[src/rtl/controle_tentativa.sv]
// controle_tentativa
//   Input stage of the safe. Captures the 4-bit attempt from the switches on a
//   debounced confirm-button press, then holds it on `tentativa` for the
//   combinational subtractor/comparator. It consumes the comparator result,
//   counts consecutive failures and enforces a timed lockout.
//
// Ports
//   clk        in   system clock, all state on the rising edge
//   rst_n      in   asynchronous active-low reset
//   chaves     in   [3:0] raw attempt switches, sampled only on an accepted press
//   confirmar  in   raw pushbutton (active-high, asynchronous, may bounce)
//   senha_ok   in   comparator result for the current tentativa (1 = match)
//   tentativa  out  [3:0] registered attempt value
//   valido     out  one-cycle pulse while senha_ok is being evaluated
//   aberto     out  safe open (latched until the next accepted press)
//   bloqueado  out  lockout active
//   erros      out  [1:0] current consecutive-failure count
module controle_tentativa #(
  parameter int DEB_CYCLES  = 4,
  parameter int MAX_ERROS   = 3,
  parameter int LOCK_CYCLES = 16
) (
  input  logic       clk,
  input  logic       rst_n,
  input  logic [3:0] chaves,
  input  logic       confirmar,
  input  logic       senha_ok,
  output logic [3:0] tentativa,
  output logic       valido,
  output logic       aberto,
  output logic       bloqueado,
  output logic [1:0] erros
);

  localparam int DW = $clog2(DEB_CYCLES + 1);
  localparam int LW = (LOCK_CYCLES > 1) ? $clog2(LOCK_CYCLES) : 1;

  localparam logic [DW-1:0] DEB_LAST  = DW'(DEB_CYCLES - 1);
  localparam logic [LW-1:0] LOCK_LAST = LW'(LOCK_CYCLES - 1);
  localparam logic [1:0]    MAX_E     = 2'(MAX_ERROS);

  localparam logic [1:0] IDLE   = 2'd0;
  localparam logic [1:0] AVALIA = 2'd1;
  localparam logic [1:0] BLOQ   = 2'd2;

  // ---------------------------------------------------------------------------
  // Synchronizer + debouncer + press detector
  // ---------------------------------------------------------------------------
  logic          sync1_reg;
  logic          sync2_reg;
  logic          deb_level_reg;
  logic          armed_reg;
  logic [DW-1:0] deb_cnt_reg;
  logic          press_reg;

  // After reset the debouncer is "unarmed": it first has to see DEB_CYCLES
  // consecutive low samples before any rise is trusted. This is what keeps a
  // button that is held through reset release from producing a press; the
  // user must let go and press again.
  always_ff @(posedge clk or negedge rst_n) begin
    if (!rst_n) begin
      sync1_reg     <= 1'b0;
      sync2_reg     <= 1'b0;
      deb_level_reg <= 1'b0;
      armed_reg     <= 1'b0;
      deb_cnt_reg   <= '0;
      press_reg     <= 1'b0;
    end else begin
      sync1_reg <= confirmar;
      sync2_reg <= sync1_reg;
      press_reg <= 1'b0;
      if (!armed_reg) begin
        if (sync2_reg) begin
          deb_cnt_reg <= '0;
        end else if (deb_cnt_reg == DEB_LAST) begin
          armed_reg   <= 1'b1;
          deb_cnt_reg <= '0;
        end else begin
          deb_cnt_reg <= deb_cnt_reg + 1'b1;
        end
      end else if (sync2_reg == deb_level_reg) begin
        // Any return to the current level restarts the stability count.
        deb_cnt_reg <= '0;
      end else if (deb_cnt_reg == DEB_LAST) begin
        deb_level_reg <= sync2_reg;
        deb_cnt_reg   <= '0;
        // Only a 0->1 change of the debounced level is a press.
        press_reg     <= sync2_reg;
      end else begin
        deb_cnt_reg <= deb_cnt_reg + 1'b1;
      end
    end
  end

  // ---------------------------------------------------------------------------
  // Attempt / evaluation / lockout FSM
  // ---------------------------------------------------------------------------
  logic [1:0]    state_reg;
  logic [3:0]    tentativa_reg;
  logic          valido_reg;
  logic          aberto_reg;
  logic          bloqueado_reg;
  logic [1:0]    erros_reg;
  logic [LW-1:0] lock_cnt_reg;

  always_ff @(posedge clk or negedge rst_n) begin
    if (!rst_n) begin
      state_reg     <= IDLE;
      tentativa_reg <= 4'd0;
      valido_reg    <= 1'b0;
      aberto_reg    <= 1'b0;
      bloqueado_reg <= 1'b0;
      erros_reg     <= 2'd0;
      lock_cnt_reg  <= '0;
    end else begin
      valido_reg <= 1'b0;
      case (state_reg)
        IDLE: begin
          // Presses arriving in AVALIA or BLOQ are simply never looked at.
          if (press_reg) begin
            tentativa_reg <= chaves;
            aberto_reg    <= 1'b0;
            valido_reg    <= 1'b1;
            state_reg     <= AVALIA;
          end
        end
        AVALIA: begin
          // senha_ok is a combinational function of tentativa_reg, which was
          // loaded on the previous edge, so it is settled by now.
          if (senha_ok) begin
            aberto_reg <= 1'b1;
            erros_reg  <= 2'd0;
            state_reg  <= IDLE;
          end else if (erros_reg + 2'd1 == MAX_E) begin
            erros_reg     <= MAX_E;
            bloqueado_reg <= 1'b1;
            lock_cnt_reg  <= LOCK_LAST;
            state_reg     <= BLOQ;
          end else begin
            erros_reg <= erros_reg + 2'd1;
            state_reg <= IDLE;
          end
        end
        BLOQ: begin
          // Loaded with LOCK_CYCLES-1 and left on the cycle it reads 0, so
          // bloqueado is high for exactly LOCK_CYCLES cycles.
          if (lock_cnt_reg == '0) begin
            bloqueado_reg <= 1'b0;
            erros_reg     <= 2'd0;
            state_reg     <= IDLE;
          end else begin
            lock_cnt_reg <= lock_cnt_reg - 1'b1;
          end
        end
        default: begin
          state_reg <= IDLE;
        end
      endcase
    end
  end

  assign tentativa = tentativa_reg;
  assign valido    = valido_reg;
  assign aberto    = aberto_reg;
  assign bloqueado = bloqueado_reg;
  assign erros     = erros_reg;

endmodule

[config.mk]
export PLATFORM = sky130hd
export DESIGN_NAME = controle_tentativa
export DESIGN_NICKNAME = d
export VERILOG_FILES = /design/src/rtl/controle_tentativa.sv
export SDC_FILE = /design/constraint.sdc
export NUM_CORES = 1
export LEC_CHECK = 0
export CORE_AREA = 3 3 52 54
export DETAILED_ROUTE_END_ITERATION = 16
export DIE_AREA = 0 0 55 57
export GPL_ROUTABILITY_DRIVEN = 0
export PLACE_DENSITY = 0.66
export SYNTH_ARGS = -nofsm -noshare
export SYNTH_HDL_FRONTEND = slang
export SYNTH_SLANG_ARGS = --single-unit
[constraint.sdc]
create_clock -name clk -period 1.3 [get_ports clk]
set_clock_uncertainty 0.05 [all_clocks]
set_input_delay 0.195 -clock clk [delete_from_list [all_inputs] [get_ports clk]]
set_output_delay 0.195 -clock clk [all_outputs]
set_load 0.03 [all_outputs]
; ---- Word level (Yosys, flattened, before mapping)
; Index checks and enable logic that the tools add are counted.
[totals]
in_bits = 8
ff_bits = 23
elab_cells = 70
[classes]
n_addsub = 3
n_bitwise = 1
n_reduce_logical = 11
n_eq_ne = 11
mux = 31
[op_table]
columns = op, n
row1 = $mux 1, 13
row2 = $mux 2, 6
row3 = $mux 3, 4
row4 = $mux 4, 3
row5 = $ne 2x2->1 const B, 6
row6 = $pmux 4 s2, 1
row7 = $reduce_and 4->1, 2
row8 = $pmux 2 s3, 1
row9 = $reduce_and 2->1, 3
row10 = $reduce_and 3->1, 2
row11 = $eq 2x2->1 const B, 2
row12 = $logic_not 4->1, 1
row13 = $pmux 1 s2, 2
row14 = $pmux 2 s2, 1
row15 = $reduce_bool 2->1, 2
row16 = $sub 4x1->4 const B, 1
row17 = $add 3x1->3 const B, 1
row18 = $eq 3x2->1 const B, 1
row19 = $add 2x1->2 const B, 1
row20 = $eq 2x1->1 const B, 1
row21 = $logic_not 2->1, 1
row22 = $eq 1x1->1, 1
row23 = $not 1->1, 1

; ---- Longest topological paths before layout
[depth]
word_depth = 5
ltp_mapped = 5
depth_no_buf = 5

; ---- Least setup slack after synthesis
; No wires, ideal clock.
[synth_path]
path_type = flip-flop to flip-flop
startpoint = register erros_reg[0], in the netlist erros[0]
endpoint = register erros_reg[1], in the netlist erros[1]
stages_incl_launch_ff = 5
path_buffers = 0
path_slack_ns = -0.113
t_arrival_ns = 1.269
setup_time_ns = 0.094
period_less_slack_ns = 1.413
path_cell_list = dfrtp_1 inv_1 ha_1 o211a_1 a211oi_1
[synth_via]
elab_chain_len = 5
[synth_rtl]
columns = element, line
row1 = start: declaration, 103  ; logic [1:0] erros_reg;
row2 = start signal: assignment, 140  ; erros_reg <= erros_reg + 2'd1;
row3 = $add 2x1->2 *, "134, 140"
row4 = $eq 2x2->1, 134  ; end else if (erros_reg + 2'd1 == MAX_E) begin
row5 = $mux 2 *, 134
row6 = $mux 2 *, 130  ; if (senha_ok) begin
row7 = $pmux 2 s2 *, 117  ; case (state_reg)
; Every way passes the cells marked *; elsewhere a longest branch is shown, timed or not.
; A chain may end at the register's enable or synchronous reset.

; ---- Worst setup path in the final report
[layout_path]
startpoint = register lock_cnt_reg[0]
endpoint = register lock_cnt_reg[0]
[layout_via]
elab_chain_len = 3
word_cells_on_any_way = 6
cone_classes = add/sub: 1 / eq/ne: 1 / mux: 2 / reduce/logical: 2
[layout_rtl]
columns = element, line
row1 = start: declaration, 104  ; logic [LW-1:0] lock_cnt_reg;
row2 = start signal: assignment, 152  ; lock_cnt_reg <= lock_cnt_reg - 1'b1;
row3 = $sub 4x1->4 or $logic_not 4->1 (tied branches), "152, 147"
row4 = $mux 4 or $ne 2x2->1 (tied branches), n/a
row5 = $pmux 4 s2 or $reduce_and 4->1 (tied branches), n/a
; Several ways; a longest one is shown, not always the timed one. The select of a mux whose other input is x is not followed.

==> metrics.csv <==
stage,metric,value,unit
worst_setup_path,start_kind,register,
worst_setup_path,critical_path.top_delay_family,flip-flops,
cells_and_area,final_common_cell,dfrtp_1,
timing,tns,-0.0881,ns
worst_setup_path,regToRegEndpoint,lock_cnt_reg[0]$_DFFE_PN0P_,
timing,setup_viol,4,
worst_setup_path,r2r_cells,5,
worst_setup_path,critical_path_class,register to register,
floorplanning,die_w,55,um
clock_network,h-tree-depth,1,
clock_network,path_clk_slew,0.13,ns
global_route,grt_pass1_vias,695,
synth,synth_cell_types,29,
drt,via_per_inst,4.92,
synth,ys_warn_count,0,
placement,place_area,1350,um^2
global_route,grt_max_degree,20,
global_route,grt_usage,13.1,%
pwr,powerDensity,1790,nW/um^2
pwr,switching_share,34.7,%
drt,vias,719,
clock_network,cts_made_buffers,3,
drt,routedWlPerCell,13.0,um
drt,drt_iter0_drc,8,
timing,fin_ws,-0.0260,ns
drt,drt_pass1_iterations,6,
timing,hold_violations,0,
worst_setup_path,crit_start,lock_cnt_reg[0]$_DFFE_PN0P_,
synth,synth-xor-area-share,2.54,%
drt,drc,0,
synth,yosysSeqAreaShare,55.7,%
global_route,grt_antenna_before_repair,0,
timing,slew_headroom,78.8,%
clock_network,clk_latency,0.31,ns
global_route,grt_pass1_wl,2.95,mm
worst_hold_path,hold_class,input port to asynchronous set/reset pin,
floorplanning,initial_core_util,45.8,%
clock_network,cts_buffer_depth,2,
outcome,run_status,finished with violations,
cells_and_area,n_antenna_cell,0,
worst_setup_path,crit_buf_inv,1,
floorplanning,top_level_ports,17,
cells_and_area,utilization,64.2,%
worst_setup_path,rr_startpoint,lock_cnt_reg[0]$_DFFE_PN0P_,
pwr,clockPowerShare,12.6,%
cells_and_area,area_growth,40.1,%
worst_setup_path,worst-r2r-setup-slack,-0.03,ns
pwr,total_power,0.00259,W
synth,synth_top_family_by_area,simple AND/OR/NAND/NOR gates,
timing,worst_slew_pin_slew,0.318,ns
job,maxCapViolCount,0,
worst_setup_path,worstPathRequired,1.49,ns
timing,rsz0062_at_grt,true,
global_route,grt.overflow.total,0,
clock_network,postCtsHoldBufs,0,
timing,max_clock_freq,0.754,GHz
pwr,p_int,0.00169,W
synth,syn_area,1030,um^2
pwr,p_sw,0.000899,W
cells_and_area,nNetsFinal,130,
drt,wl,1.90,mm
pwr,vdd_drop_max,0.00108,V
synth,yosys.area_share.simple,18.5,%
synth,ys_ff_latch,23,
synth,syn-num-nets,90,
synth,synth_cells,79,
pwr,p_seq_share,39.8,%
cells_and_area,drive_above_1_share,44.9,%
worst_setup_path,cp_max_fo,4,
worst_setup_path,worstPathArrival,1.52,ns
worst_setup_path,slowest_stage,dfrtp_1,
worst_setup_path,cp_cell_sequence,inv_2 > ha_4 > nor3b_4 > nor3_4 > mux2i_1,
pwr,p_comb_share,47.6,%
floorplanning,rows,17,
timing,fin_crit,1.33,ns
cells_and_area,layout_common_cells,"21 x dfrtp_1, 20 x buf_4, 7 x clkdlybuf4s50_1",
cells_and_area,design_area,1450,um^2
timing,slew_violations,0,
worst_setup_path,critPathCaptureType,register,
synth,synth_fa_ha_area_share,3.63,%
drt,drtAntennaViolNets,0,
clock_network,cts-root-buf,clkbuf_4,
placement,place_hpwl,1.42,mm
timing,final.period_utilization,102,%
worst_setup_path,slowest_delay,0.40,ns
pwr,power_leakage,0.681,nW
clock_network,cts_tree,built,
floorplanning,die_area,3140,um^2
outcome,violations,setup timing,
floorplanning,die_y,57,um
synth,avgSynthCellArea,13.1,um^2
clock_network,clkSinkCount,23,
floorplanning,core,2250,um^2
synth,muxShareOfSynthArea,10.8,%
synth,synth_compound_area_share,6.30,%
placement,io_buffer_count,16,
-- layer usage --
layer	track usage, %	part of all wire [%]	up-vias
met4	6.25	1.4	0
met5	0	0	-
met3	2.35	4.5	4
li1	-	-	348
met2	21.5	48	15
met1	16.2	46	352
-- power groups by stage --
stage | Sequential, W | Clock, W | Combinational [W]
CTS | 0.00103 | 0.000346 | 0.00119
floorplan | 0.00122 | 0 | 0.000528
finish | 0.00103 | 0.000326 | 0.00124
detailed placement | 0.00104 | 0 | 0.00115
global route | 0.00106 | 0.000380 | 0.00133
global placement | 0.00103 | 0 | 0.00112
-- stage by stage --
stage	setup slack, ns	hold WS, ns	instances
after global routing	-0.122	0.0652	146
after floorplan	-0.0178	-0.151	79
after global placement	-0.0263	0.283	135
final	-0.0260	0.0697	146
after detailed placement	-0.0661	0.286	135
after CTS	-0.0429	0.0706	144
-- cell families after synthesis --
kind of cell	Yosys count
AO/OA/AOI/OAI	9
XOR/XNOR	3
adder cells (fa/ha/maj)	3
buffers and inverters	6
flip-flops	23
multiplexers	10
AND/OR/NAND/NOR	25
-- how the worst max path moves through the flow --
stage	end	slack, ns	cells after the start
6_report	lock_cnt_reg[0]$_DFFE_PN0P_	-0.03	5
5_1_grt	lock_cnt_reg[1]$_DFFE_PN0P_	-0.12	5
4_1_cts	lock_cnt_reg[0]$_DFFE_PN0P_	-0.04	5
3_5_place_dp	lock_cnt_reg[0]$_DFFE_PN0P_	-0.07	4
3_3_place_gp	state_reg[1]$_DFFE_PN0P_	-0.03	3
2_1_floorplan	erros[1]$_DFFE_PN0P_	-0.02	4
-- cell type report --
type	count	area, um^2
inverters	5	18.8
fillers	196	807
multi-input cells	50	477
clock buffers	3	22.5
clock inverters	1	5.00
repair buffers	36	312
flip-flops and latches	23	578
well taps	28	35.0
-- cells in the mapped netlist --
library cell	count	area (um^2)
a211oi_1	1	7.51
a21o_1	1	7.51
a21oi_1	4	20.0
a2bb2oi_2	1	15.0
and2b_1	2	15.0
and3_1	1	6.26
and4bb_4	1	16.3
buf_4	1	7.51
dfrtp_1	23	576
ha_1	3	37.5
inv_1	5	18.8
mux2_2	5	56.3
mux2_4	1	15.0
mux2i_1	4	40.0
nand2_1	2	7.51
nand2b_1	2	12.5
nand2b_4	1	13.8
nand4bb_1	1	11.3
nor2_1	5	18.8
nor2_4	1	11.3
nor2b_4	1	13.8
nor3_1	3	15.0
nor3_4	1	16.3
nor3b_1	2	15.0
nor3b_2	1	12.5
o211a_1	1	10.0
o21ai_0	1	5.00
or2_1	1	6.26
xnor2_1	3	26.3
-- timing repair --
action                                  in CTS  in global routing
gates cloned                                 0                  0
pin swaps                                    1                  2
resized for setup                           20                 11
setup buffers                                5                  2
endpoints found under the setup margin      16                 15
Note: power is estimated with default switching activity, not from simulation.
